## src/rtl/led_sequencer.sv

```systemverilog
// Purpose : front-panel LED sequencer; debounces btn_n on mS ticks and steps a 5-LED pattern on 100 ms ticks.
// Latency : press accepted 2 refclk + DEBOUNCE_MS mS ticks after the pin edge; all outputs registered, one edge after their cause.
// Flow    : no backpressure; flags are consumed on the cycle they arrive. Optional macro LEDSEQ_AUTO_ADVANCE_EN adds idle auto-advance.
module led_sequencer #(
    parameter int DEBOUNCE_MS = 20,
    parameter int STEP_TENTHS = 2,
    parameter int AUTO_TENTHS = 100
) (
    input  logic       refclk,
    input  logic       rst,
    input  logic       mS_Flag,
    input  logic       hundredmS_Flag,
    input  logic       btn_n,
    output logic       btn_press,
    output logic [1:0] mode,
    output logic [4:0] led
);

    typedef enum logic [1:0] {
        M_OFF    = 2'd0,
        M_BLINK  = 2'd1,
        M_CHASE  = 2'd2,
        M_BOUNCE = 2'd3
    } mode_t;

    localparam logic [7:0] DEB_LIM   = 8'(DEBOUNCE_MS);
    localparam logic [7:0] STEP_LAST = 8'(STEP_TENTHS - 1);
    localparam logic [7:0] AUTO_LIM  = 8'(AUTO_TENTHS);

    // Input synchronizer; resets to the released level (btn_n high).
    logic       sync_meta;
    logic       sync_lvl;
    logic       pressed_lvl;

    // Debouncer state.
    logic       db_pressed;
    logic       db_pressed_d;
    logic [7:0] deb_cnt;
    logic [7:0] deb_cnt_d;
    logic       accept;

    // Mode / pattern state.
    mode_t      mode_q;
    mode_t      mode_d;
    logic [4:0] led_q;
    logic [4:0] led_d;
    logic       dir_left_q;
    logic       dir_left_d;
    logic [7:0] step_cnt_q;
    logic [7:0] step_cnt_d;
    logic       step_evt;

    // Any mode advance: accepted press or (optionally) idle timeout.
    logic       auto_adv;
    logic       advance;
    logic       btn_press_q;

    // Pattern loaded whenever a mode is entered.
    function automatic logic [4:0] entry_pattern(input mode_t m);
        logic [4:0] p;
        p = 5'b00000;
        case (m)
            M_CHASE:  p = 5'b00001;
            M_BOUNCE: p = 5'b00001;
            default:  p = 5'b00000;
        endcase
        return p;
    endfunction

    // Two-flop synchronizer for the asynchronous button pin.
    always_ff @(posedge refclk) begin
        if (rst) begin
            sync_meta <= 1'b1;
            sync_lvl  <= 1'b1;
        end else begin
            sync_meta <= btn_n;
            sync_lvl  <= sync_meta;
        end
    end

    assign pressed_lvl = ~sync_lvl;

    // Debounce: count mS ticks where the input disagrees with the accepted state.
    always_comb begin
        deb_cnt_d    = deb_cnt;
        db_pressed_d = db_pressed;
        accept       = 1'b0;
        if (mS_Flag) begin
            if (pressed_lvl != db_pressed) begin
                if (deb_cnt + 8'd1 == DEB_LIM) begin
                    db_pressed_d = ~db_pressed;
                    deb_cnt_d    = 8'd0;
                    // Only the released->pressed flip counts as a press.
                    accept       = ~db_pressed;
                end else begin
                    deb_cnt_d = deb_cnt + 8'd1;
                end
            end else begin
                deb_cnt_d = 8'd0;
            end
        end
    end

    // Debounce state register and registered press pulse.
    always_ff @(posedge refclk) begin
        if (rst) begin
            db_pressed  <= 1'b0;
            deb_cnt     <= 8'd0;
            btn_press_q <= 1'b0;
        end else begin
            db_pressed  <= db_pressed_d;
            deb_cnt     <= deb_cnt_d;
            btn_press_q <= accept;
        end
    end

`ifdef LEDSEQ_AUTO_ADVANCE_EN
    logic [7:0] idle_cnt;

    assign auto_adv = hundredmS_Flag && (idle_cnt + 8'd1 == AUTO_LIM);

    // Idle timer: counts 100 ms ticks since the last mode change.
    always_ff @(posedge refclk) begin
        if (rst) begin
            idle_cnt <= 8'd0;
        end else if (advance) begin
            idle_cnt <= 8'd0;
        end else if (hundredmS_Flag) begin
            idle_cnt <= idle_cnt + 8'd1;
        end
    end
`else
    logic unused_auto_lim;

    assign auto_adv        = 1'b0;
    assign unused_auto_lim = ^AUTO_LIM;
`endif

    // A press and an idle timeout in the same cycle still advance only once.
    assign advance  = accept | auto_adv;
    assign step_evt = hundredmS_Flag && (step_cnt_q == STEP_LAST);

    // Next mode, pattern, direction and step count; a mode change beats a step.
    always_comb begin
        mode_d     = mode_q;
        led_d      = led_q;
        dir_left_d = dir_left_q;
        step_cnt_d = step_cnt_q;
        if (advance) begin
            mode_d     = mode_t'(mode_q + 2'd1);
            led_d      = entry_pattern(mode_d);
            dir_left_d = 1'b1;
            step_cnt_d = 8'd0;
        end else if (hundredmS_Flag) begin
            if (step_evt) begin
                step_cnt_d = 8'd0;
                case (mode_q)
                    M_BLINK: begin
                        led_d = ~led_q;
                    end
                    M_CHASE: begin
                        led_d = {led_q[3:0], led_q[4]};
                    end
                    M_BOUNCE: begin
                        // Turn around at either end without repeating the end pattern.
                        if (dir_left_q) begin
                            if (led_q == 5'b10000) begin
                                led_d      = 5'b01000;
                                dir_left_d = 1'b0;
                            end else begin
                                led_d = {led_q[3:0], 1'b0};
                            end
                        end else begin
                            if (led_q == 5'b00001) begin
                                led_d      = 5'b00010;
                                dir_left_d = 1'b1;
                            end else begin
                                led_d = {1'b0, led_q[4:1]};
                            end
                        end
                    end
                    default: begin
                        led_d = led_q;
                    end
                endcase
            end else begin
                step_cnt_d = step_cnt_q + 8'd1;
            end
        end
    end

    // Mode FSM and pattern registers.
    always_ff @(posedge refclk) begin
        if (rst) begin
            mode_q     <= M_OFF;
            led_q      <= 5'b00000;
            dir_left_q <= 1'b1;
            step_cnt_q <= 8'd0;
        end else begin
            mode_q     <= mode_d;
            led_q      <= led_d;
            dir_left_q <= dir_left_d;
            step_cnt_q <= step_cnt_d;
        end
    end

    assign btn_press = btn_press_q;
    assign mode      = mode_q;
    assign led       = led_q;

endmodule

```

## config.mk

```make
export PLATFORM = sky130hd
export DESIGN_NAME = led_sequencer
export DESIGN_NICKNAME = d
export VERILOG_FILES = /design/src/rtl/led_sequencer.sv
export SDC_FILE = /design/constraint.sdc
export NUM_CORES = 1
export LEC_CHECK = 0
export ABC_AREA = 1
export BUFFER_PORTS_ARGS = -buffer_cell sky130_fd_sc_hd__buf_4
export CORE_MARGIN = 5
export CORE_UTILIZATION = 30
export DETAILED_ROUTE_END_ITERATION = 12
export HOLD_SLACK_MARGIN = 0.03
export PLACE_DENSITY_LB_ADDON = 0.12
export REMOVE_ABC_BUFFERS = 1
export SYNTH_ARGS = -nofsm -noshare
export SYNTH_HDL_FRONTEND = slang
export SYNTH_SLANG_ARGS = --single-unit
```

## constraint.sdc

```tcl
create_clock -name refclk -period 1.8 [get_ports refclk]
set_input_delay 0.18 -clock refclk [delete_from_list [all_inputs] [get_ports refclk]]
set_output_delay 0.18 -clock refclk [all_outputs]
set_load 0.005 [all_outputs]
```

==> flow_summary.toml, run 1 <==
[worst_setup_path]
required_ns = 1.98
rr_endpoint = "led[0]"
critical-path-slowest-cell = "dfxtp_2"
worstPathMaxFanout = 6
r2r_slack_ns = 0.17
worstSetupStartpointType = "flip-flop"
worst_setup_path_end_kind = "flip-flop"
r2r-start = "deb_cnt[1]"
r2r_cells = 13
cp.arrival_ns = 1.81
crit_type = "reg2reg"
path_cells = "buf_4 -> nand3_2 -> inv_2 -> nand2_1 -> nand2_1 -> nand2_1 -> nor2_2 -> nand4_4 -> buf_4 -> nand2_1 -> nand2_1 -> inv_1 -> nor2_1"
slowest_delay_ns = 0.36
crit_top_cell = "nand2_1"

[grt]
grt_antenna_before_repair = 0
grt_max_degree = 16
grt_pass1_vias = 1333
grt_use_total = 0.106
gr-total-overflow = 0
grt_pass1_wl_mm = 5.64

[min_path]
hold_path_end = "sync_meta"
min_from = "btn_n"
hold_depth = 2
hold_path.class = "in2reg"

[sta]
hold_violations = 0
fin_hold_ws_ns = 0.0787
tns_ns = 0
final.period_utilization = 0.905
period_needed_ns = 1.63
rsz0062_at_grt = "no"
setup_viol = 0
tightest_slew_ns = 0.368
report.final.slew_viol_count = 0
timing.fmax_mhz = 614
slew_headroom = 0.753
postLayoutSetupSlackWorst_ns = 0.171
fin_skew_ns = 0.00301

[cts]
cts_tree = "yes"
clock_latency_ns = 0.28
cts_made_buffers = 3
clkTransAtPathRegs_ns = 0.10
htreeDepth = 1
root_buffer = "clkbuf_8"
post-cts-setup-buffers = 0
clockBufferDepth = 2
cts.sinks = 28

[power_and_ir_drop]
peakVddDrop_mv = 0.345
leakagePower_nw = 0.732
power.density_nw_per_um2 = 595
totalPowerFinal_mw = 1.09

[finish]
multi_input_area_um2 = 866
fin_area_um2 = 1830
layout-drive-gt1-share = 0.167
antennaDiodeCount = 0
final_common_cell = "nand2_1"
layout.cells.non_filler = 316
final_cell_mix = "nand2_1, inv_1, nor2_1"
layout.nets = 258
fillers = 575
area_growth_pct = 18.6
regArea_um2 = 567
final_core_util = 0.363

[route]
drtIter0Drc = 22
vias_per_cell = 4.48
ant_nets = 0
wl_per_cell_um = 10.4
firstDrtPassIters = 5
num_vias = 1416
drc_errors = 0
wl_mm = 3.29

[logic_synthesis]
synth_area_um2 = 1540
synth_area_per_cell_um2 = 6.80
synth.distinct_cells = 29
yosysWarnings = 0
synth_cells = 227
seq_area_frac_synth = 0.363
ys_seq_elements = 28

[floorplanning]
rows = 26
die_h_um = 81.7
coreArea_um2 = 5040
dieArea_um2 = 6680
top_level_ports = 13
start_util = 0.306
die_w_um = 81.7

[placement]
place_area_um2 = 1740
place_ws_ns = 0.0810
gp_congestion = 0.793
io_buffer_count = 12
dp_hpwl_mm = 2.51
dpl.cell_count = 312

[run]
maxCapViolCount = 0

[status]
status = "complete, no violations"
where the power goes:
part / internal (mW) / switching (mW)
Combinational: 0.0213 / 0.0327
Sequential: 0.626 / 0.00590
Clock: 0.196 / 0.208
synth_stat cells (all sizes together):
master   instances  area share
nand3           12       0.042
o2111ai          1      0.0057
clkbuf           1      0.0024
o22ai            1      0.0041
o21ai           12       0.039
nand4            7       0.038
nor3             5       0.016
o21bai           1      0.0049
nor4             1      0.0041
o211ai           4       0.019
a21oi           14       0.045
or2              2      0.0081
nand2           58        0.14
o21a             1      0.0049
ha               6       0.049
a221oi           1      0.0057
clkinv           1      0.0024
xor2             3       0.017
nor2            32       0.086
inv             33       0.080
buf              1      0.0073
xnor2            2       0.011
dfxtp           28        0.36
cells by family after synthesis:
logic type,share of synthesized area
AO/OA/AOI/OAI,0.129
XOR/XNOR,0.0284
adder cells (fa/ha/maj),0.0486
buffers and inverters,0.0924
flip-flops,0.363
AND/OR/NAND/NOR,0.339
registers in the layout, indices dropped and copies added, names as in the netlist, 2 cells and up:
| name | count |
|---|---|
| step_cnt_q | 8 |
| deb_cnt | 8 |
| led | 5 |
| mode | 2 |
cell type report:
type | instances | area share
multi-input combinational | 163 | 0.473
sequential | 28 | 0.310
timing repair buffer | 17 | 0.0697
inverter | 34 | 0.0697
tap | 70 | 0.0478
clock buffer | 4 | 0.0301
critical path: cells and delay by family, from the launching register on:
family	cells	cell delay, ns
buffers and inverters	4	0.45
flip-flops	1	0.36
AND/OR/NAND/NOR	9	0.71
timing repair:
| item | in CTS | in global routing |
|---|---|---|
| hold buffers | 0 | 0 |
| resized for setup | 0 | 11 |
| endpoints found under the setup margin | 0 | 18 |
how the worst max path moves through the flow:
stage                   end  cells after the start  startpoint
detailed placement  mode[0]                      8  deb_cnt[0]
global route         led[0]                     13  deb_cnt[1]
global placement    mode[1]                      9  deb_cnt[0]
floorplan           mode[0]                      8  deb_cnt[0]
CTS                 mode[0]                      8  deb_cnt[0]
finish               led[0]                     13  deb_cnt[1]
metal layers:
| metal | wire length (um) | up-vias | GRT usage | share of wire |
|---|---|---|---|---|
| li1 | - | 769 | - | - |
| met1 | 1540 | 635 | 0.115 | 0.47 |
| met2 | 1640 | 10 | 0.207 | 0.50 |
| met3 | 83 | 2 | 0.0263 | 0.025 |
| met4 | 27 | 0 | 0.0199 | 0.0082 |
| met5 | 0 | - | 0 | 0 |
No activity file was read; power rests on OpenSTA's default activity.
==> inputs of run 2 (changes only) <==
--- a/config.mk
+++ b/config.mk
@@ -11,6 +11,7 @@
 export CORE_UTILIZATION = 30
 export DETAILED_ROUTE_END_ITERATION = 12
 export HOLD_SLACK_MARGIN = 0.03
+export MAX_ROUTING_LAYER = met4
 export PLACE_DENSITY_LB_ADDON = 0.12
 export REMOVE_ABC_BUFFERS = 1
 export SYNTH_ARGS = -nofsm -noshare
==> run 2 against run 1 <==
Net effect:
- sequential cell count unchanged
- critical path depth unchanged
- via count unchanged
- global-route usage up 0.30 points
- fmax about the same
- sequential power about the same
- final cell count unchanged
- sequential share of layout area unchanged
- final area unchanged
- highest routed layer unchanged
==> flow_summary.toml, run 2 (same netlist as run 1, synthesis figures left out) <==
[route]
wl_per_cell_um = 10.4
drtIter0Drc = 22
top_layer = "met4"
drc_errors = 0
wl_mm = 3.29
num_vias = 1416
ant_nets = 0
firstDrtPassIters = 5
met3_length_um = 83
wl_met2_mm = 1.64
vias_per_cell = 4.48
met1_length_mm = 1.54

[sta]
tns_ns = 0
timing.fmax_mhz = 614
fin_hold_ws_ns = 0.0783
report.final.slew_viol_count = 0
final.period_utilization = 0.905
rsz0062_at_grt = "no"
tightest_slew_ns = 0.368
postLayoutSetupSlackWorst_ns = 0.171
fin_skew_ns = 0.00311
period_needed_ns = 1.63
setup_viol = 0
slew_headroom = 0.753
hold_violations = 0

[cts]
hold_buffers = 0
cts.sinks = 28
root_buffer = "clkbuf_8"
cts_tree = "yes"
clockBufferDepth = 2
clkTransAtPathRegs_ns = 0.10
htreeDepth = 1
clock_latency_ns = 0.28
cts_made_buffers = 3

[power_and_ir_drop]
p_comb_frac = 0.050
internal-power_uw = 844
p_sw_frac = 0.226
totalPowerFinal_mw = 1.09
leakagePower_nw = 0.732
p_switching_uw = 247
p_clk_frac = 0.371
p_seq_frac = 0.580
power.density_nw_per_um2 = 596
peakVddDrop_mv = 0.345

[worst_setup_path]
cp.arrival_ns = 1.81
worstSetupStartpointType = "flip-flop"
worstPathMaxFanout = 6
r2r_cells = 13
crit_type = "reg2reg"
required_ns = 1.98
r2r_slack_ns = 0.17
worst_setup_path_end_kind = "flip-flop"

[floorplanning]
top_level_ports = 13
die_w_um = 81.7
die_h_um = 81.7
rows = 26
coreArea_um2 = 5040
start_util = 0.306
dieArea_um2 = 6680

[placement]
place_area_um2 = 1740
io_buffer_count = 12
dp_hpwl_mm = 2.51
gp_congestion = 0.804
place_ws_ns = 0.0810

[min_path]
hold_depth = 2
hold_path.class = "in2reg"

[run]
maxCapViolCount = 0

[grt]
grt_antenna_before_repair = 0
grt_use_total = 0.109
gr-total-overflow = 0
grt_pass1_vias = 1334
grt_max_degree = 16
grt_pass1_wl_mm = 5.63

[finish]
antennaDiodeCount = 0
fillers = 575
layout-drive-gt1-share = 0.167
final_common_cell = "nand2_1"
fin_area_um2 = 1830
area_growth_pct = 18.6
layout.nets = 258
final_cell_mix = "nand2_1, inv_1, nor2_1"

[status]
status = "complete, no violations"
==> run 2: cell counts in the layout (fill, tap and decap cells not counted) <==
No cell type changed its count.
==> run 2: through the flow <==
stage               utilization  instances
global route              0.363        316
detailed placement        0.346        312
global placement          0.346        312
CTS                       0.357        316
floorplan                     -        225
finish                    0.363        316
==> run 2: layout make-up <==
type,instances,area [um2],share of cell area
clock buffer,4,55.1,0.0301
inverter,34,128,0.0697
multi-input combinational,163,866,0.473
sequential,28,567,0.310
tap,70,87.6,0.0478
timing repair buffer,17,128,0.0697
==> run 2: metal layers <==
layer | GRT usage | up-vias
met2 | 0.207 | 10
li1 | - | 769
met3 | 0.0263 | 2
met5 | - | -
met1 | 0.115 | 635
met4 | 0.0199 | 0
==> run 2: worst max-delay path, cell delays in order, from the launching register on <==
cell and delay [ns]:
dfxtp_2 0.36, buf_4 0.13, nand3_2 0.11, inv_2 0.09
nand2_1 0.06, nand2_1 0.06, nand2_1 0.07, nor2_2 0.16
nand4_4 0.13, buf_4 0.18, nand2_1 0.05, nand2_1 0.04
inv_1 0.05, nor2_1 0.03
==> run 2: path summary, 6_finish.rpt <==
path	startpoint	end
worst max register to register	deb_cnt[1]	led[0]
worst min-delay path	btn_n	sync_meta
worst min register to register	sync_meta	sync_lvl
worst max-delay path	deb_cnt[1]	led[0]
==> run 2: power groups by stage <==
stage,Clock (mW),Combinational (mW),Sequential [mW]
4_1_cts,0.424,0.0545,0.632
6_report,0.404,0.0540,0.632
5_1_grt,0.453,0.0617,0.634
3_5_place_dp,0,0.0544,0.646
2_1_floorplan,0,0.0284,0.645
3_3_place_gp,0,0.0546,0.646
==> run 2: repair_timing <==
action | CTS | global route
hold endpoints to repair | 0 | 0
gates resized for setup | 0 | 11
setup endpoints to repair | 0 | 18
setup buffers | 0 | 0
==> inputs of run 3 (changes only) <==
--- a/config.mk
+++ b/config.mk
@@ -8,8 +8,9 @@
 export ABC_AREA = 1
 export BUFFER_PORTS_ARGS = -buffer_cell sky130_fd_sc_hd__buf_4
 export CORE_MARGIN = 5
-export CORE_UTILIZATION = 30
+export CORE_UTILIZATION = 36
 export DETAILED_ROUTE_END_ITERATION = 12
+export GPL_ROUTABILITY_DRIVEN = 0
 export HOLD_SLACK_MARGIN = 0.03
 export MAX_ROUTING_LAYER = met4
 export PLACE_DENSITY_LB_ADDON = 0.12
==> run 3 against run 2 <==
Net effect:
- critical path depth fell by 4
- combinational power barely moved
- count of clock-buffer cells in the layout fell by 1
- final area fell by 1.9%
- final cell count fell by 6.6%
- core utilization rose by 7.6 points
- largest cell class unchanged
==> flow_summary.toml, run 3 (same netlist as run 1, synthesis figures left out) <==
[placement]
io_buffer_count = 12
dpl.cell_count = 291
dp_hpwl_mm = 2.44
place_area_um2 = 1710

[floorplanning]
die_w_um = 75.5
die_h_um = 75.5
top_level_ports = 13
start_util = 0.378
rows = 23
dieArea_um2 = 5700
coreArea_um2 = 4090

[worst_setup_path]
worstPathMaxFanout = 5
worst_setup_path_end_kind = "flip-flop"
slowest_delay_ns = 0.40
crit_type = "reg2reg"
worstSetupStartpointType = "flip-flop"
required_ns = 1.98
path_cells = "inv_1 -> ha_1 -> inv_1 -> o21ai_0 -> nand2_1 -> inv_1 -> nand2_1 -> nand2_1 -> nor2_1"
cp.arrival_ns = 1.84
critical-path-slowest-cell = "o21ai_0"

[sta]
final.period_utilization = 0.922
hold_violations = 0
tns_ns = 0
slew_headroom = 0.689
period_needed_ns = 1.66
setup_viol = 0
timing.fmax_mhz = 603
fin_hold_ws_ns = 0.0821
rsz0062_at_grt = "no"
tightest_slew_ns = 0.462
fin_skew_ns = 0.00253
report.final.slew_viol_count = 0

[grt]
grt.busiest_layer = "met2"
grt_pass1_vias = 1272
grt_pass1_wl_mm = 5.58
gr-usage-met2 = 0.202
grt_max_degree = 17
globalRouteMet3Util = 0.0277
gr-total-overflow = 0
grtUsageMet1 = 0.167
grt_antenna_before_repair = 0
grt_use_total = 0.129

[cts]
clock_latency_ns = 0.27
cts_made_buffers = 3
hold_buffers = 0
clkTransAtPathRegs_ns = 0.10
clockBufferDepth = 2
htreeDepth = 1
cts.sinks = 28
root_buffer = "clkbuf_8"
cts_tree = "yes"

[route]
num_vias = 1391
vias_per_cell = 4.72
wl_per_cell_um = 10.7
drtIter0Drc = 52
drc_errors = 0
wl_mm = 3.16
ant_nets = 0
firstDrtPassIters = 4

[status]
status = "complete, no violations"

[power_and_ir_drop]
leakagePower_nw = 0.732
p_sw_frac = 0.201
internal-power_uw = 945
p_seq_frac = 0.534
peakVddDrop_mv = 0.383
power.density_nw_per_um2 = 659
p_switching_uw = 238
p_clk_frac = 0.421
p_comb_frac = 0.046

[run]
maxCapViolCount = 0

[finish]
layout.nets = 257
multi_input_area_um2 = 853
layout-drive-gt1-share = 0.143
final_common_cell = "nand2_1"
final_cell_mix = "nand2_1, inv_1, dfxtp_1"
final_core_util = 0.439
area_growth_pct = 16.3
layout.cells.non_filler = 295
regArea_um2 = 561
antennaDiodeCount = 0
fillers = 450
fin_area_um2 = 1800

[min_path]
hold_path.class = "in2reg"
-- run 3: cell types whose count changed in the layout (fill, tap and decap cells not counted), sizes merged --
cell	change
clkbuf	-1
bufinv	+1
buf	-1
-- run 3: layout make-up --
cell class | count | area share
inverters | 34 | 0.0711
flip-flops and latches | 28 | 0.312
clock inverters | 1 | 0.0167
repair buffers | 16 | 0.0669
clock buffers | 3 | 0.0230
multi-input cells | 163 | 0.475
well taps | 50 | 0.0348
-- run 3: worst max-delay path: cells and delay by family, from the launching register on --
kind	cells	cell delay (ns)
flops	1	0.39
simple gates	4	0.26
fa+ha+maj	1	0.30
buf+inv	3	0.22
compound gates	1	0.40
-- run 3: metrics by stage --
step	total power [mW]	setup WS, ns
finish	1.18	0.141
floorplan	0.674	0.160
global placement	0.699	0.110
global route	1.24	0.00263
detailed placement	0.699	0.0913
CTS	1.20	0.0714
-- run 3: path summary, 6_finish.rpt --
kind | endpoint | slack (ns) | cells after the start | start
max | led[0] | 0.14 | 9 | mode[0]
min | sync_meta | 0.08 | 2 | btn_n
max reg2reg | led[0] | 0.14 | 9 | mode[0]
min reg2reg | sync_lvl | 0.42 | 1 | sync_meta
-- run 3: layer usage --
layer	wire length [um]	vias up	part of all wire
met5	0	-	0
met1	1580	602	0.50
met2	1430	13	0.45
met3	113	5	0.036
li1	-	771	-
met4	33	0	0.010
-- run 3: repair_timing --
| action | CTS | global route |
|---|---|---|
| gates resized for setup | 0 | 4 |
| endpoints found under the setup margin | 0 | 18 |
| setup buffers | 0 | 0 |
-- run 3: power by group through the flow --
stage / Sequential, mW / Combinational (mW) / Clock, mW
detailed placement: 0.646 / 0.0535 / 0
CTS: 0.632 / 0.0537 / 0.519
global route: 0.633 / 0.0606 / 0.544
floorplan: 0.645 / 0.0284 / 0
finish: 0.631 / 0.0539 / 0.498
global placement: 0.646 / 0.0536 / 0
